===== config.mk =====
export PLATFORM = sky130hd
export DESIGN_NAME = mpsoc_sysid_arbiter
export DESIGN_NICKNAME = d
export VERILOG_FILES = /design/src/rtl/mpsoc_arb_pkg.sv /design/src/rtl/mpsoc_rr_pick.sv /design/src/rtl/mpsoc_sysid_arbiter.sv
export SDC_FILE = /design/constraint.sdc
export NUM_CORES = 1
export LEC_CHECK = 0
export CAP_MARGIN = 20
export CORE_ASPECT_RATIO = 2
export CORE_MARGIN = 2
export CORE_UTILIZATION = 43
export DETAILED_ROUTE_END_ITERATION = 10
export GPL_TIMING_DRIVEN = 0
export PLACE_DENSITY = 0.87
export SETUP_SLACK_MARGIN = 0.3
export SLEW_MARGIN = 10
export SYNTH_ARGS = -nofsm -noshare
export SYNTH_HDL_FRONTEND = slang
export SYNTH_SLANG_ARGS = --single-unit

===== constraint.sdc =====
create_clock -name clock -period 2.7 [get_ports clock]
set_input_delay 0.54 -clock clock [delete_from_list [all_inputs] [get_ports clock]]
set_output_delay 0.54 -clock clock [all_outputs]
set_load 0.03 [all_outputs]

===== src/rtl/mpsoc_arb_pkg.sv =====
// Shared types and constants for the MPSoC shared-peripheral arbiters.
package mpsoc_arb_pkg;

  // Sequencer phases of one serialised slave transaction
  typedef enum logic [1:0] {
    ST_IDLE  = 2'd0,
    ST_ISSUE = 2'd1,
    ST_WAIT  = 2'd2,
    ST_RESP  = 2'd3
  } arb_state_e;

  // Latency counter width; covers slave latencies up to 7 cycles
  localparam int unsigned CNT_W = 3;

  // Default read data width of the shared slave
  localparam int unsigned DEF_DATA_W = 32;

endpackage


===== src/rtl/mpsoc_rr_pick.sv =====
// Combinational rotating-priority picker: the winner is the first set request
// bit scanning upward from last_i+1, wrapping modulo N_REQ.
module mpsoc_rr_pick #(
  parameter int N_REQ = 4,
  parameter int IDX_W = $clog2(N_REQ)
) (
  input  logic [N_REQ-1:0] req_i,
  input  logic [IDX_W-1:0] last_i,
  output logic [IDX_W-1:0] grant_o,
  output logic             any_o
);

  // One extra bit so last_i + k (at most 2*N_REQ-1) cannot overflow before wrap
  logic [IDX_W:0] cand;

  // Scan from farthest to nearest so the nearest requester after last_i wins
  always_comb begin
    grant_o = last_i;
    any_o   = 1'b0;
    cand    = '0;
    for (int k = N_REQ; k >= 1; k--) begin
      cand = {1'b0, last_i} + (IDX_W+1)'(k);
      if (cand >= (IDX_W+1)'(N_REQ)) cand = cand - (IDX_W+1)'(N_REQ);
      if (req_i[cand[IDX_W-1:0]]) begin
        grant_o = cand[IDX_W-1:0];
        any_o   = 1'b1;
      end
    end
  end

endmodule


===== src/rtl/mpsoc_sysid_arbiter.sv =====
// Round-robin sequencer sharing one fixed-latency read-only slave among
// N_MASTERS masters; exactly one transaction in flight at a time.
module mpsoc_sysid_arbiter
  import mpsoc_arb_pkg::*;
#(
  parameter int N_MASTERS = 4,
  parameter int ADDR_W    = 1,
  parameter int DATA_W    = DEF_DATA_W,
  parameter int SLAVE_LAT = 0
) (
  input  logic                          clock,
  input  logic                          reset,
  input  logic [N_MASTERS-1:0]          m_read,
  input  logic [N_MASTERS*ADDR_W-1:0]   m_address,
  output logic [N_MASTERS-1:0]          m_waitrequest,
  output logic [N_MASTERS-1:0]          m_readdatavalid,
  output logic [DATA_W-1:0]             m_readdata,
  output logic                          s_read,
  output logic [ADDR_W-1:0]             s_address,
  input  logic [DATA_W-1:0]             s_readdata
);

  localparam int IDX_W = $clog2(N_MASTERS);

  arb_state_e            state_q;
  logic [IDX_W-1:0]      last_q;     // current/last granted master
  logic [CNT_W-1:0]      cnt_q;
  logic [N_MASTERS-1:0]  wait_q;
  logic [N_MASTERS-1:0]  rdv_q;
  logic [DATA_W-1:0]     rdata_q;
  logic                  sread_q;
  logic [ADDR_W-1:0]     saddr_q;

  logic [IDX_W-1:0]      grant_d;
  logic                  any_d;
  logic [N_MASTERS-1:0]  grant_oh_d;
  logic [N_MASTERS-1:0]  last_oh;
  logic [ADDR_W-1:0]     addr_arr [N_MASTERS];

  for (genvar i = 0; i < N_MASTERS; i++) begin : g_addr
    assign addr_arr[i] = m_address[i*ADDR_W +: ADDR_W];
  end

  mpsoc_rr_pick #(
    .N_REQ (N_MASTERS),
    .IDX_W (IDX_W)
  ) u_pick (
    .req_i   (m_read),
    .last_i  (last_q),
    .grant_o (grant_d),
    .any_o   (any_d)
  );

  assign grant_oh_d = N_MASTERS'(1) << grant_d;
  assign last_oh    = N_MASTERS'(1) << last_q;

  // Transaction sequencer; every output is a register so masters and slave
  // see glitch-free strobes. Strobes default low/high each cycle and are only
  // asserted in the one cycle their phase owns.
  always_ff @(posedge clock) begin
    if (reset) begin
      state_q <= ST_IDLE;
      last_q  <= IDX_W'(N_MASTERS-1);
      cnt_q   <= '0;
      wait_q  <= '1;
      rdv_q   <= '0;
      rdata_q <= '0;
      sread_q <= 1'b0;
      saddr_q <= '0;
    end else begin
      wait_q  <= '1;
      rdv_q   <= '0;
      sread_q <= 1'b0;
      case (state_q)
        ST_IDLE: begin
          if (any_d) begin
            last_q  <= grant_d;
            saddr_q <= addr_arr[grant_d];
            sread_q <= 1'b1;
            wait_q  <= ~grant_oh_d;
            state_q <= ST_ISSUE;
          end
        end
        ST_ISSUE: begin
          if (SLAVE_LAT == 0) begin
            // combinational slave: data is valid alongside s_read
            rdata_q <= s_readdata;
            rdv_q   <= last_oh;
            state_q <= ST_RESP;
          end else begin
            cnt_q   <= CNT_W'(SLAVE_LAT-1);
            state_q <= ST_WAIT;
          end
        end
        ST_WAIT: begin
          if (cnt_q == '0) begin
            rdata_q <= s_readdata;
            rdv_q   <= last_oh;
            state_q <= ST_RESP;
          end else begin
            cnt_q <= cnt_q - CNT_W'(1);
          end
        end
        ST_RESP: state_q <= ST_IDLE;
        default: state_q <= ST_IDLE;
      endcase
    end
  end

  assign m_waitrequest   = wait_q;
  assign m_readdatavalid = rdv_q;
  assign m_readdata      = rdata_q;
  assign s_read          = sread_q;
  assign s_address       = saddr_q;

endmodule


==> results.cfg <==
[run_status]
status = completed

[clock_network]
clk_latency_ns = 0.30
cts_root_buf = clkbuf_8
cts_buffers = 5
cts_tree = done
clk_path_buf_depth = 2
htreeDepth = 2
clk_pin_slew_ns = 0.08
clock-sinks = 49

[drt]
vias = 1937
drt_wl_total_um = 5045
drc = 0
ant_nets = 0
first_pass_iters = 4
via_per_inst = 4.979
drt_iter0_markers = 41
wl_per_cell_um = 12.97

[timing]
fin_setup_tns_ns = 0
period_needed_ns = 2.279
worst_pin_slew_ns = 0.6963
final_hold_viol_count = 0
timing.slew.headroom = 0.5307
report.final.slew_viol_count = 0
rsz0062_at_grt = false
fmax_mhz = 438.8
skew_ns = 0.01162
fin_hold_ws_ns = 0.4566
setup_viol = 0
finalCritPeriodShare = 0.8441

[place]
port_buffers = 80
dp.cells = 382
dp.final_hpwl_um = 3971
gp_congestion = 0.7960

[floorplan]
dieArea_mm2 = 0.005501
core_mm2 = 0.004775
num_rows = 36
die_h_um = 102.9
die_width_um = 53.46
pin_count = 84
start_util = 0.4405

[critical_path]
startpoint_type = register
timing.rr.end = s_address$_SDFFE_PP0P_
cp_max_fo = 10
crit_path_end_kind = register
r2r_slack_ns = 0.42
critPathKind = reg2reg
crit_required_ns = 2.88
regToRegStartpoint = last_q[0]$_SDFFE_PP1P_
crit_arrival_ns = 2.46
r2r_cells = 9

[layout]
nNetsFinal = 384
fillers = 415
drive_gt1_frac = 0.07530
syn_to_final_growth_pct = 46.52
antenna_cells = 0
utilization = 0.6454
stdcell_count = 389

[min_path]
hold_path_end = m_readdata[10]$_SDFFE_PP0P_
min_from = m_readdata[10]$_SDFFE_PP0P_
holdCritPathClass = reg2reg
holdPathStages = 2

[synth]
synth.distinct_cells = 34
async_flop_share = 0
synth-seq-area-share = 0.4664
syn_area_mm2 = 0.002103
syn_nets = 297
yosysTopAreaCellShare = 0.4664
synth_warnings = 0
synth_top_area_cell = dfxtp_1
ys_top_cells_by_area = dfxtp_1 47%, nand2_1 13%, a21oi_1 8.1%
synth_cells = 245
syn_avg_cell_area_um2 = 8.585
postSynthRegisterBits = 49
synthFlopType = dfxtp_1
synth_edf_count = 0
synthTopCellsByCount = 71 x nand2_1, 49 x dfxtp_1, 34 x a21oi_1
synth_most_common_cell = nand2_1

[global_route]
antenna_found_initial = 0
grtUsageTotal = 0.1980
grt_pass1_wl_um = 8183
overflow = 0
first_global_vias = 1889
grt_max_degree = 15

[power_and_ir_drop]
finalPower_mw = 2.129
ir_drop_uv = 581.8
cellLeakagePower_nw = 1.213
p_per_area_mw_per_mm2 = 691.0

[job]
cap_violations = 0
-- kinds of logic (layout without fill, tap and decap cells) --
| group | count (synthesis) | in the layout | share of synthesized area |
|---|---|---|---|
| buffers and inverters | 28 | 115 | 0.05473 |
| adders and majority gates | 10 | 10 | 0.05949 |
| muxes | 7 | 7 | 0.03807 |
| AOI/OAI and AO/OA | 56 | 56 | 0.1933 |
| DFF | 49 | 49 | 0.4664 |
| and+or+nand+nor | 93 | 93 | 0.1797 |
| xor gates and xnor gates | 2 | 2 | 0.008330 |
-- layout by cell type (no fill, tap or decap), drive strengths merged, types with 3 or more instances in the layout --
cell and n:
dfxtp 49, clkbuf 19, and2 6, nor2 9, buf 4, nand2 71, inv 11, nand3 3
ha 10, a211oi 5, a21oi 34, mux2i 5, clkdlybuf4s50 80, a221oi 4
-- report_power, final --
part	internal, mW	switching (mW)
sequential	0.814	0.0552
clock	0.202	0.225
combinational	0.350	0.482
total	1.37	0.763
-- routing by layer --
layer | global-route usage | wire, um
met2 | 0.3504 | 2567
met1 | 0.2113 | 1982
met5 | 0 | 0
met4 | 0.07101 | 65
met3 | 0.06522 | 429
-- through the flow --
stage | setup WS, ns | area [um^2]
after floorplan | 0.5002 | 2103
after global placement | 0.3181 | 2975
after detailed placement | 0.2750 | 2975
after CTS | 0.3311 | 3067
after global routing | 0.3073 | 3082
final | 0.4208 | 3082
-- state kept, by name, summed over array words and instances (netlist names) --
signal	flops
m_readdata	32
m_readdatavalid	4
m_waitrequest	4
cnt_q	3
last_q	2
state_q	2
s_address	1
s_read	1
-- worst max-delay path: stages (launching register included) --
cell,delay (ns)
dfxtp_4,0.39
buf_6,0.15
inv_1,0.08
ha_1,0.28
buf_4,0.16
mux2_2,0.36
o22ai_4,0.14
a211oi_1,0.13
a2111oi_4,0.37
o41ai_2,0.09
-- cell type report --
class                           instances  area, um^2  share of cell area
Clock inverter                          1       7.507            0.002436
Timing Repair Buffer                   80       800.8              0.2598
Tap cell                               57       71.32             0.02314
Clock buffer                            6       82.58             0.02680
Sequential cell                        49       985.9              0.3199
Buffer                                 17       77.57             0.02517
Inverter                               11       41.29             0.01340
Multi-Input combinational cell        168        1015              0.3293
-- repair_timing --
item                                    4_1_cts  5_1_grt
resized for setup                             1        4
endpoints found under the setup margin        1        1
hold buffers                                  0        0
setup buffers                                 0        0
-- worst max path at each step --
stage                      startpoint                      to  slack (ns)  cells after the start
2_1_floorplan  last_q[0]$_SDFFE_PP1P_  s_address$_SDFFE_PP0P_        0.50                      9
3_3_place_gp   last_q[0]$_SDFFE_PP1P_  s_address$_SDFFE_PP0P_        0.32                      9
3_5_place_dp   last_q[0]$_SDFFE_PP1P_  s_address$_SDFFE_PP0P_        0.27                      9
4_1_cts        last_q[0]$_SDFFE_PP1P_  s_address$_SDFFE_PP0P_        0.33                      9
5_1_grt        last_q[0]$_SDFFE_PP1P_  s_address$_SDFFE_PP0P_        0.31                      9
6_report       last_q[0]$_SDFFE_PP1P_  s_address$_SDFFE_PP0P_        0.42                      9
(Power assumes the default switching activity.)
